==> src/rtl/cv_tmdschan.sv <==
// Per-channel TMDS output formatter: re-times c/de to the encoder pipeline, picks data word or control token.
// Latency: c/de -> tmds is LATENCY+1 cycles; enc_dout -> tmds is 1 cycle.
// Backpressure: none; a free-running pixel stream that is gated only by cs.
module cv_tmdschan #(
    parameter int LATENCY = 3,
    parameter int LWIDTH  = 12
) (
    input  logic              clk,
    input  logic              reset,
    input  logic              cs,
    input  logic [1:0]        c,
    input  logic              de,
    input  logic [9:0]        enc_dout,
    input  logic              enc_dout_en,
    output logic [9:0]        tmds,
    output logic              tmds_de,
    output logic              align_err,
    output logic [LWIDTH-1:0] line_len,
    output logic              line_done
);

    // DVI control tokens, indexed by {c1,c0}
    localparam logic [9:0] TOK_C00 = 10'b1101010100;
    localparam logic [9:0] TOK_C01 = 10'b0010101011;
    localparam logic [9:0] TOK_C10 = 10'b0101010100;
    localparam logic [9:0] TOK_C11 = 10'b1010101011;

    localparam logic [LWIDTH-1:0] CNT_ONE = {{(LWIDTH-1){1'b0}}, 1'b1};

    // Shift registers for the raw control bits and data enable; stage 0 is newest
    logic [LATENCY-1:0]      de_sr_q, de_sr_d;
    logic [LATENCY-1:0][1:0] c_sr_q,  c_sr_d;

    // Outputs of the delay line, aligned with enc_dout
    logic       de_dly;
    logic [1:0] c_dly;

    // Registered outputs
    logic [9:0]        tmds_q,      tmds_d;
    logic              tmds_de_q,   tmds_de_d;
    logic              align_err_q, align_err_d;
    logic [LWIDTH-1:0] line_len_q,  line_len_d;
    logic              line_done_q, line_done_d;

    // Run tracking: previous-cycle active flag and saturating run counter
    logic              de_prev_q, de_prev_d;
    logic [LWIDTH-1:0] cnt_q,     cnt_d;

    logic [9:0]        blank_tok;
    logic [LWIDTH-1:0] cnt_inc;
    logic              run_end;

    assign de_dly = de_sr_q[LATENCY-1];
    assign c_dly  = c_sr_q[LATENCY-1];

    // Delay line shifts in c/de while enabled; dropping cs flushes every stage
    always_comb begin
        de_sr_d = '0;
        c_sr_d  = '0;
        if (cs) begin
            de_sr_d[0] = de;
            c_sr_d[0]  = c;
            for (int i = 1; i < LATENCY; i++) begin
                de_sr_d[i] = de_sr_q[i-1];
                c_sr_d[i]  = c_sr_q[i-1];
            end
        end
    end

    // Control token matching the delayed control bits
    always_comb begin
        blank_tok = TOK_C00;
        case (c_dly)
            2'b00:   blank_tok = TOK_C00;
            2'b01:   blank_tok = TOK_C01;
            2'b10:   blank_tok = TOK_C10;
            2'b11:   blank_tok = TOK_C11;
            default: blank_tok = TOK_C00;
        endcase
    end

    // Output word selection: idle token when disabled, data during active video, else control token
    always_comb begin
        tmds_d    = TOK_C00;
        tmds_de_d = 1'b0;
        if (cs) begin
            tmds_d    = de_dly ? enc_dout : blank_tok;
            tmds_de_d = de_dly;
        end
    end

    // Sticky flag for encoder enable disagreeing with the delayed de; cleared only by cs=0
    always_comb begin
        align_err_d = align_err_q;
        if (!cs) begin
            align_err_d = 1'b0;
        end else if (de_dly != enc_dout_en) begin
            align_err_d = 1'b1;
        end
    end

    // Active-run length: counts enabled de_dly cycles, saturates, and reports on the falling edge.
    // cnt_q already includes the last active cycle when the edge is seen, so it is the run length.
    // de_prev_q is gated by cs so a cs drop cannot later look like a falling edge.
    always_comb begin
        cnt_inc     = (&cnt_q) ? cnt_q : cnt_q + CNT_ONE;
        run_end     = cs & de_prev_q & ~de_dly;
        cnt_d       = (cs & de_dly) ? cnt_inc : '0;
        de_prev_d   = cs & de_dly;
        line_len_d  = run_end ? cnt_q : line_len_q;
        line_done_d = run_end;
    end

    // State registers with asynchronous active-high reset
    always_ff @(posedge clk or posedge reset) begin
        if (reset) begin
            de_sr_q     <= '0;
            c_sr_q      <= '0;
            tmds_q      <= '0;
            tmds_de_q   <= 1'b0;
            align_err_q <= 1'b0;
            line_len_q  <= '0;
            line_done_q <= 1'b0;
            de_prev_q   <= 1'b0;
            cnt_q       <= '0;
        end else begin
            de_sr_q     <= de_sr_d;
            c_sr_q      <= c_sr_d;
            tmds_q      <= tmds_d;
            tmds_de_q   <= tmds_de_d;
            align_err_q <= align_err_d;
            line_len_q  <= line_len_d;
            line_done_q <= line_done_d;
            de_prev_q   <= de_prev_d;
            cnt_q       <= cnt_d;
        end
    end

    assign tmds      = tmds_q;
    assign tmds_de   = tmds_de_q;
    assign align_err = align_err_q;
    assign line_len  = line_len_q;
    assign line_done = line_done_q;

endmodule

==> config.mk <==
export PLATFORM = sky130hd
export DESIGN_NAME = cv_tmdschan
export DESIGN_NICKNAME = d
export VERILOG_FILES = /design/src/rtl/cv_tmdschan.sv
export SDC_FILE = /design/constraint.sdc
export NUM_CORES = 1
export LEC_CHECK = 0
export CORE_UTILIZATION = 45
export CTS_BUF_LIST = sky130_fd_sc_hd__clkbuf_8
export DETAILED_ROUTE_END_ITERATION = 10
export GPL_ROUTABILITY_DRIVEN = 0
export GPL_TIMING_DRIVEN = 0
export PLACE_DENSITY = 0.74
export SYNTH_ARGS = -nofsm -noshare
export SYNTH_HDL_FRONTEND = slang
export SYNTH_SLANG_ARGS = --single-unit
==> constraint.sdc <==
create_clock -name clk -period 1.49 [get_ports clk]
set_input_delay 0.2235 -clock clk [delete_from_list [all_inputs] [get_ports clk]]
set_output_delay 0.2235 -clock clk [all_outputs]
set_load 0.005 [all_outputs]
After elaboration in Yosys (flattened, before gate mapping)
Cells that the tools add are included.
- output and inout port bits: 25
- word-level logic and storage cells: 34
- bits in registers: 47
- bitwise gates (word level): 4
- equality and inequality tests: 6
- add/subtract/negate cells: 1
- reductions and logical operators: 2
- multiplexer cells: 10
- operators by type and width (kind ; count):
    $pmux W10 S4 ; 1
    $mux W12 ; 2
    $mux W10 ; 2
    $add A12 B1 Y12 const B ; 1
    $reduce_and A12 Y1 ; 1
    $mux W6 ; 1
    $eq A2 B2 Y1 const B ; 2
    $and A1 B1 Y1 ; 3
    $mux W1 ; 3
    $mux W3 ; 1
    $eq A2 B1 Y1 const B ; 1
    $logic_not A2 Y1 ; 1
    $ne A2 B1 Y1 const B ; 1
    $ne A2 B2 Y1 const B ; 1
    $ne A1 B1 Y1 ; 1
    $not A1 Y1 ; 1

Depth between registers and ports, before layout
Gate-level depths: netlist (run 1).
- depth in word-level cells: 4
- depth in mapped cells: 6

Worst setup path before layout (run 1)
Ideal clock, no wire load.
- path kind: reg2reg
- from: reg cnt_q[0]
- to: reg cnt_q[5]
- setup slack: -0.125 ns
- stages on the path, launching flop included: 6
- library setup time: 0.122 ns
- arrival: 1.493 ns
- buffers on the path: 1
- cell sequence: dfrtp_1 ha_1 nand4_1 or4_4 buf_6 a32o_1
- longest elaborated chain between the ends: 3
- elaborated cells between the ends (all ways): 5
- those cells by class: add/sub: 1; eq/ne: 1; mux: 2; reduce/logical: 1
- ends and longest elaborated chain (element ; line ; text):
    from (decl) ; 47 ; logic [LWIDTH-1:0] cnt_q, cnt_d;
    from (signal assigned) ; 135 ; cnt_q <= cnt_d;
    $add A12 B1 Y12 ; 106 ; cnt_inc = (&cnt_q) ? cnt_q : cnt_q + CNT_ONE;
    $mux W12 ; 106 ;
    $mux W12 ; 108 ; cnt_d = (cs & de_dly) ? cnt_inc : '0;
Parallel ways exist; a longest one is shown, timed or not. The select of a mux whose other input is x is not followed.
A chain may end at the register's enable or synchronous reset.

Worst setup path in the final report (run 1)
- from: reg cnt_q[1]
- to: reg cnt_q[5]
The elaborated chain is that of the path after synthesis.

==> flow_metrics.tcl, run 1 <==
set metrics [dict create \
    r2r-start "cnt_q[1]" \
    netlist.area_leader.share_pct 60.9 \
    cts.sinks 46 \
    p_switching_mw 0.463 \
    layout-drive-gt1-share_pct 16.8 \
    ff2ff_setup_slack_ps -160 \
    n_antenna_cell 0 \
    stdcell_count 288 \
    syn_to_final_growth_pct 39.8 \
    antenna_found_initial 0 \
    setup.worst_path.end_class "register" \
    root_buffer "clkbuf_8" \
    grt.total_usage_pct 18.9 \
    rows 23 \
    drt-total-wl_mm 3.91 \
    p_per_area_nw_per_um2 887 \
    crit_fanout 8 \
    yosysSeqAreaShare_pct 60.9 \
    clk_pin_slew_ps 80 \
    rr_endpoint "cnt_q[5]" \
    post-route-drc-count 0 \
    io_pins 42 \
    drt_iter0_markers 92 \
    finalInstanceArea_um2 2640 \
    num_vias 1455 \
    postSynthCellCount 179 \
    rsz0062_at_grt "yes" \
    clock_tree.buffer_depth 2 \
    clock_latency_ps 300 \
    hp-class "primary input to async pin" \
    comb_power_share_pct 6.1 \
    final.setup.worst_slack_ps -160 \
    numPortBuffers 40 \
    place_inst 270 \
    finalSetupViolations 7 \
    cts_tree "done" \
    ys_warn_count 0 \
    start_util_pct 46.9 \
    synthArstFlopShare_pct 100 \
    synth-edff-count 0 \
    rr_worst_depth 5 \
    status "finished, violations left" \
    detail_route.wl_per_cell_um 13.6 \
    syn_avg_cell_area_um2 10.6 \
    slew_violations 0 \
    die_h_um 66.8 \
    drtAntennaViolNets 0 \
    max-cap-violations 0 \
    path_class "register to register" \
    synth_top_flop_cell "dfrtp_1" \
    grt_max_degree 38 \
    slew_headroom_pct 73.8 \
    seqPwrFrac_pct 54.4 \
    final_hold_viol_count 0 \
    fin_crit_sh_pct 111 \
    cts.hold.buffers_added 0 \
    via_per_inst 5.05 \
    fin_crit_ps 1650 \
    cts_inserted_buffers 5 \
    grt_first_pass_wirelength_mm 6.13 \
    pwr-share-clk_pct 39.6 \
    grt_pass1_vias 1354 \
    violations "setup timing" \
    dr.pass1.iters 4 \
    grt_overflow_total 0 \
    p_int_mw 1.88 \
    finClkSkew_ps 7.49 \
    ir_drop_mv 0.603 \
    h-tree-depth 2 \
    netlist_area_um2 1890 \
    finish.utilization_pct 65.6 \
    synthTopCellsByArea "dfrtp_1 61%, nand2_1 7.0%, o21ai_0 4.2%, ha_1 3.3%, and2_1 3.0%" \
    timing.fmax_mhz 606 \
    ys_types 32 \
    synth_nets 201 \
    worst_pin_slew_ps 390 \
    die_x_um 66.8 \
    ys_seq_elements 46 \
    fp.coreArea_um2 4030 \
    switching_share_pct 19.7 \
    leakagePower_nw 1.22 \
    yosys.area.top_type "dfrtp_1" \
    worstPathArrival_ps 1840 \
    dieArea_um2 4460 \
    required_ps 1680 \
    crit_path_start_kind "register" \
    dpl.hpwl_mm 2.45 \
    placed_cell_area_um2 2370 \
    nNetsFinal 260 \
]
-- synth_stat cells (2+ instances only) --
cell,count
buf_2,2
nand3_1,6
inv_1,11
nor4_1,2
nand2_1,35
clkinv_1,2
a21oi_1,7
nor2b_1,4
nand3b_1,2
and2_1,9
clkbuf_1,3
nor3_1,4
nor2_1,4
o21ai_0,16
dfrtp_1,46
xor2_1,3
ha_1,5
o211a_1,2
xnor2_1,2
nand4_1,2
-- layer usage --
metal	share of wire (%)	GRT usage, %
met1	44	23.5
met2	50	31.2
met3	4.3	5.31
met4	2.4	6.91
met5	0	0
-- power groups by stage --
stage | Clock [mW] | Sequential, mW | Combinational [mW]
finish | 0.928 | 1.27 | 0.142
global route | 1.00 | 1.28 | 0.159
CTS | 0.959 | 1.27 | 0.142
detailed placement | 0 | 1.30 | 0.140
global placement | 0 | 1.30 | 0.130
floorplan | 0 | 1.30 | 0.0532
-- final cells by class --
| type | count | area, µm² |
|---|---|---|
| Fill cell | 322 | 1390 |
| Sequential cell | 46 | 1160 |
| Multi-Input combinational cell | 114 | 719 |
| Timing Repair Buffer | 51 | 495 |
| Clock buffer | 6 | 82.6 |
| Tap cell | 50 | 62.6 |
| Inverter | 13 | 56.3 |
| Buffer | 6 | 33.8 |
| Clock inverter | 1 | 30.0 |
| Timing Repair inverter | 1 | 5.00 |
-- kinds of logic after synthesis --
logic type	share of synthesized area, %
XOR/XNOR	2.32
AND/OR/NAND/NOR	19.1
AO/OA/AOI/OAI	10.1
flip-flops	60.9
adder cells (fa/ha/maj)	3.31
buffers and inverters	4.30
-- state kept, by name, summed over array words and instances, names as in the netlist --
name,flops
align_err,1
line_len,12
tmds,10
cnt_q,12
line_done,1
de_prev_q,1
de_sr_q,3
c_sr_q,4
c_dly,2
-- worst max path at each step --
stage / start / end / depth (start not counted) / slack, ps
2_1_floorplan: cnt_q[0] / cnt_q[5] / 5 / -120
3_3_place_gp: reset / c_sr_q[0] / 2 / -710
3_5_place_dp: cnt_q[0] / cnt_q[5] / 5 / -180
4_1_cts: cnt_q[1] / cnt_q[5] / 5 / -130
5_1_grt: cnt_q[1] / cnt_q[5] / 5 / -230
6_report: cnt_q[1] / cnt_q[5] / 5 / -160
-- cell usage in the layout, fill, tap and decap left out, types with 3 or more instances in the layout --
cell / instances
nor2b_1: 4
ha_1: 4
and2_1: 9
clkdlybuf4s50_1: 40
o21ai_1: 4
nor3_1: 3
nand2_1: 34
o21ai_0: 11
clkbuf_8: 6
dfrtp_2: 4
dfrtp_1: 42
inv_1: 10
xor2_1: 3
a21oi_1: 6
nor2_1: 4
buf_4: 10
nand3_1: 5
-- worst max-delay path: stages (launching register included) --
cell and delay [ps]:
dfrtp_1 410, ha_4 160, nand4_1 90, or4_4 500
buf_6 150, a32o_1 240
-- metrics by stage --
step	setup TNS, ps	setup WS, ps	power, mW	hold slack [ps]
floorplan	-166	-116	1.35	352
global placement	-33230	-714	1.43	436
detailed placement	-464	-183	1.44	441
CTS	-554	-134	2.37	155
global route	-1430	-228	2.44	193
finish	-666	-160	2.34	152
-- what timing repair did --
item	CTS	global route
pin swaps	1	3
cloned	0	1
setup endpoints to repair	8	26
gates resized for setup	5	18
hold endpoints to repair	0	0
setup buffers	4	6
Note: power is estimated with default switching activity, not from simulation.
==> run 2: changes to the inputs <==
- CORE_MARGIN: not set -> 3
- CORE_UTILIZATION: 45 -> 44
- CTS_BUF_LIST: sky130_fd_sc_hd__clkbuf_8 -> not set
- PLACE_DENSITY: 0.74 -> 0.73
==> run 2 against run 1 <==
- die area up 15%
- total power down 7.2%
- largest power group unchanged
- critical path depth unchanged
- first-iteration DRC count up 17%
- global-route usage down 3.1 points
- cell area down 4.3%
- register-to-register slack about the same
- final cell count down 1.7%
- via count down 3.4%
- hold slack worse by 15 ps
- clock power down 18%
- the flow still finishes with violations (setup timing)
==> flow_metrics.tcl, run 2 (same netlist as run 1, synthesis figures left out) <==
set metrics [dict create \
    num_vias 1405 \
    dpl.hpwl_mm 2.49 \
    grt.total_usage_pct 15.9 \
    grt_max_degree 42 \
    layout_common_cells "46 x dfrtp_1, 40 x clkdlybuf4s50_1, 35 x nand2_1" \
    syn_to_final_growth_pct 33.8 \
    clk_pin_slew_ps 80 \
    multi_input_area_um2 682 \
    p_per_area_nw_per_um2 860 \
    grt_overflow_total 0 \
    final.setup.worst_slack_ps -173 \
    fin_crit_ps 1660 \
    antenna_found_initial 0 \
    path_class "register to register" \
    post-route-drc-count 0 \
    crit_path_cell_trace "ha_4 > nand4_1 > or4_4 > buf_6 > a32o_1" \
    dr.pass1.iters 4 \
    start_util_pct 46.6 \
    crit_fanout 5 \
    drtAntennaViolNets 0 \
    max_stage_delay_ps 520 \
    finalPower_mw 2.17 \
    grt_first_pass_wirelength_mm 6.40 \
    clock_latency_ps 290 \
    root_buffer "clkbuf_8" \
    rsz0062_at_grt "yes" \
    hp-class "primary input to async pin" \
    seq_area_um2 1150 \
    max-cap-violations 0 \
    final_common_cell "dfrtp_1" \
    slew_violations 0 \
    fp.coreArea_um2 4060 \
    io_pins 42 \
    cts_inserted_buffers 5 \
    die_h_um 71.5 \
    crit_path_start_kind "register" \
    finish.utilization_pct 62.3 \
    crit_slowest_cell "or4_4" \
    h-tree-depth 2 \
    via_per_inst 4.96 \
    layout-drive-gt1-share_pct 11.2 \
    nNetsFinal 254 \
    n_antenna_cell 0 \
    clock_tree.buffer_depth 2 \
    cts.sinks 46 \
    final_hold_viol_count 0 \
    fin_setup_tns_ps -577 \
    ir_drop_mv 0.569 \
    finClkSkew_ps 8.58 \
    fill_cells 331 \
    dieArea_um2 5120 \
    cts_tree "done" \
    slew_headroom_pct 74.2 \
    worst_pin_slew_ps 384 \
    fin_crit_sh_pct 112 \
    drt-total-wl_mm 3.63 \
    leakagePower_nw 1.18 \
    required_ps 1680 \
    rows 23 \
    die_x_um 71.5 \
    finalSetupViolations 7 \
    status "finished, violations left" \
    drt_iter0_markers 108 \
    numPortBuffers 40 \
    timing.fmax_mhz 601 \
    detail_route.wl_per_cell_um 12.8 \
    cts.hold.buffers_added 0 \
    violations "setup timing" \
    worstPathArrival_ps 1850 \
    setup.worst_path.end_class "register" \
    grt_pass1_vias 1444 \
]
run 2: cell types whose count changed in the layout (fill, tap and decap cells not counted), sizes merged:
cell      delta
buf          -4
bufinv       -1
clkinv       +2
clkinvlp     -2
run 2: area by class of cell:
class                           count  area share (%)
Multi-Input combinational cell    114            27.0
Sequential cell                    46            45.5
Clock buffer                        7            3.41
Clock inverter                      1           0.198
Tap cell                           50            2.47
Buffer                              6            1.34
Inverter                           13            2.08
Timing Repair Buffer               46            18.0
run 2: repair_timing:
action                     CTS  global route
buffers inserted             4             0
cloned                       1             0
setup endpoints to repair    9            26
pin swaps                    1             0
gates resized for setup      4             8
run 2: worst paths after layout:
| check | start | end | slack (ps) | cells past startpoint |
|---|---|---|---|---|
| max | cnt_q[1] | cnt_q[5] | -170 | 5 |
| min | reset | tmds[1] | 140 | 2 |
| max reg2reg | cnt_q[1] | cnt_q[5] | -170 | 5 |
| min reg2reg | c_sr_q[3] | c_dly[1] | 460 | 1 |
| max in group asynchronous | reset | align_err | 920 | 3 |
| min in group clk | cs | c_sr_q[0] | 270 | 2 |
run 2: stage by stage:
step	setup WS, ps	hold slack, ps	area [µm²]	std cells
6_report	-173	137	2530	283
5_1_grt	-223	157	2530	283
4_1_cts	-132	136	2510	283
3_5_place_dp	-192	441	2370	270
3_3_place_gp	-694	436	2350	269
2_1_floorplan	-116	352	1890	179
run 2: critical path: cells and delay by family, from the launching register on:
family	cells	cell delay, ps
AO/OA/AOI/OAI	1	240
adder cells (fa/ha/maj)	1	160
AND/OR/NAND/NOR	2	620
flip-flops	1	410
buffers and inverters	1	150
run 2: metal layers:
metal	track usage, %	routed length (µm)	up-vias	part of all wire, %
li1	-	-	697	-
met1	20.1	1630	667	45
met2	26.2	1760	34	48
met3	3.23	166	7	4.6
met4	7.31	70	0	1.9
met5	0	0	-	0
run 2: power breakdown:
group          internal (mW)  switching [mW]  leakage (nW)
clock network          0.374           0.388        0.0482
logic                 0.0761          0.0613         0.521
registers               1.27         0.00681         0.611
==> RTL edit: new RTL, config.mk and constraints of run 2 <==
Set the parameter `LWIDTH` to 18 (it was 12).
--- a/src/rtl/cv_tmdschan.sv
+++ b/src/rtl/cv_tmdschan.sv
@@ -3,7 +3,7 @@
 // Backpressure: none; a free-running pixel stream that is gated only by cs.
 module cv_tmdschan #(
     parameter int LATENCY = 3,
-    parameter int LWIDTH  = 12
+    parameter int LWIDTH  = 18
 ) (
     input  logic              clk,
     input  logic              reset,
Ports: changed (resized line_len); port bits go from 42 to 48. The function was not compared with the original's and may differ.
==> RTL edit against run 2 <==
  * The flow still finishes with violations (negative setup slack)
  * Wire length increased by 49%
  * Area after synthesis rose by 29%
  * Cell area rose by 38%
  * Cell count is 37% higher
  * Clock skew down 1.9 ps
  * Highest routed layer unchanged
  * Sequential cell count increased by 12
  * Setup slack got worse by 300 ps
  * Total power rose by 65%
  * Largest cell class unchanged
  * Clock power increased by 140%
  * Synthesized cell count up 33%
==> RTL edit: results (changes against run 2) <==
Parameter                              Value

Placement
  HPWL reported at the end of detailed placement    3.29 mm (+32%)
  Total cell area at the placement stage    3020 um^2 (+27%)
  Number of buffer cells added on primary ports    47 (+18%)
  Worst slack at placement    -687 ps (-495 ps)

Status
  Failing checks    negative setup slack
  Result of the run    finished with violations

Global routing
  First-pass GRT wire length    8.64 mm (+35%)
  Routing usage on met3    0.0482 (+0.0159)
  Maximum number of pins on one net before global-route repair    59 (+40%)
  Initial antenna violation count    0 (unchanged)
  Global routing usage summed across all routing layers    0.178 (+0.0194)
  Met2 routing resource usage after global routing    0.276 (+0.0134)
  Number of global-route vias before repair    1868 (+29%)
  Met1 track demand over resource in global routing    0.228 (+0.0270)

STA
  Total setup violations reported at the end of the flow    17 (+10)
  Final setup margin    -472 ps (-299 ps)
  Clk_skew    6.72 ps (-1.86 ps)
  Setup tns final    -6060 ps (-5490 ps)
  Slew of the pin with the lowest slew margin    611 ps (+227 ps)

Clock network
  Clock buffers created by TritonCTS    9 (+4)
  Source-to-sink clock delay at the later pin of the worst-skew pair    330 ps (+40 ps)
  Root cell of the clock tree    sky130_fd_sc_hd__clkbuf_8
  Clock-pin slew reported for the worst setup and hold paths after clock tree synthesis    60 ps (-20 ps)
  H-tree depth    3 (+1)

Setup path
  CP max FO    4 (-1)
  CP Data Arrival Time    2180 ps (+330 ps)

Synth
  Cell types with the highest counts after synthesis    58 x sky130_fd_sc_hd__dfrtp_1, 58 x sky130_fd_sc_hd__nand2_1, 20 x sky130_fd_sc_hd__o21ai_0
  Synthesized Nets    260 (+29%)
  Netlist cell types    34 (+6.3%)
  Main area contributors after synthesis    sky130_fd_sc_hd__dfrtp_1 59%, sky130_fd_sc_hd__nand2_1 8.9%, sky130_fd_sc_hd__o21ai_0 4.1%, sky130_fd_sc_hd__xnor2_1 3.9%, sky130_fd_sc_hd__ha_1 2.6%
  Async S/R FF share, synth    1.00 (unchanged)
  Sequential-to-total area share from yosys stat    0.595 (-0.0147)

Detailed routing
  Via count    1962 (+40%)
  DRC marker count from the first detailed-route iteration    103 (-4.6%)
  Number of design rule violations left after detail routing    0 (unchanged)
  Detailed-route wire length per cell    13.9 um (+8.6%)
  Number of search-and-repair iterations in the first detailed-routing pass    4 (unchanged)

Cells and area
  Number of nets at the end of the flow    336 (+32%)
  Share of layout cells above drive strength 1    0.201 (+0.0890)

Power and ir drop
  Leak Pwr    1.59 nW (+35%)
  Worst IR Drop VDD    0.549 mV (-3.5%)
## RTL edit: changes by cell type in the layout (fill, tap and decap cells not counted), sizes merged, moves of 3 or more
cell / run 2 / this run
nand2: 36 / 58
dfrtp: 46 / 58
buf: 10 / 21
xnor2: 2 / 11
clkbuf: 9 / 16
clkdlybuf4s50: 40 / 47
o21ai: 16 / 22
bufinv: 0 / 3
nand4: 2 / 5
nor4: 2 / 5
## RTL edit: layout make-up
cell class / instances / area [um^2]
buffer: 7 / 33.8
clock buffer: 11 / 151
clock inverter: 5 / 100
fill: 410 / 1750
inverter: 14 / 56.3
multi-input combinational: 158 / 971
sequential: 58 / 1460
tap: 70 / 87.6
timing repair buffer: 66 / 629
## RTL edit: cell families (layout without fill, tap and decap cells)
family                   Yosys count  in the layout  share of synthesized area
buffers and inverters             22            103                     0.0343
AND/OR/NAND/NOR                  104            104                      0.210
flip-flops                        58             58                      0.595
AO/OA/AOI/OAI                     33             33                     0.0748
adder cells (fa/ha/maj)            5              5                     0.0256
multiplexers                       2              2                     0.0102
XOR/XNOR                          14             14                     0.0502
## RTL edit: critical path: stages (launching register included)
cell                      delay, ps
sky130_fd_sc_hd__dfrtp_2        390
sky130_fd_sc_hd__ha_4           160
sky130_fd_sc_hd__nand4_4        120
sky130_fd_sc_hd__or3_4          350
sky130_fd_sc_hd__or4_4          520
sky130_fd_sc_hd__mux2_4         310
## RTL edit: through the flow
| stage | power, mW | cells |
|---|---|---|
| after global routing | 3.71 | 389 |
| after CTS | 3.61 | 379 |
| after floorplan | 1.69 | 238 |
| after global placement | 1.77 | 355 |
| after detailed placement | 1.78 | 355 |
| final | 3.58 | 389 |
## RTL edit: what timing repair did
item                                    in CTS  in global routing
resized for setup                           10                 16
hold buffers                                 0                  0
hold endpoints to repair                     0                  0
endpoints found under the setup margin      28                 41
pin swaps                                    4                  6
setup buffers                                8                 10
## RTL edit: path summary, 6_finish.rpt
check                            startpoint  slack (ps)  cells after the start        end
worst min-delay path                  reset         310                      2    tmds[3]
worst max register to register     cnt_q[1]        -470                      5   cnt_q[1]
worst min register to register    c_sr_q[3]         460                      1   c_dly[1]
worst max-delay path               cnt_q[1]        -470                      5   cnt_q[1]
max in group asynchronous             reset         630                      3  cnt_q[10]
min in group clk                enc_dout[5]         430                      3    tmds[5]
## RTL edit: power by group
group | switching [mW] | total, mW | internal (mW)
combinational | 0.0694 | 0.149 | 0.0792
clock | 0.632 | 1.83 | 1.20
sequential | 0.00799 | 1.60 | 1.60
total | 0.709 | 3.58 | 2.87
## RTL edit: routing by layer
layer  wire length [um]  vias up
met5                  0        -
met4                 87        0
met3                268        8
li1                   -      941
met2               2770       61
met1               2300      952
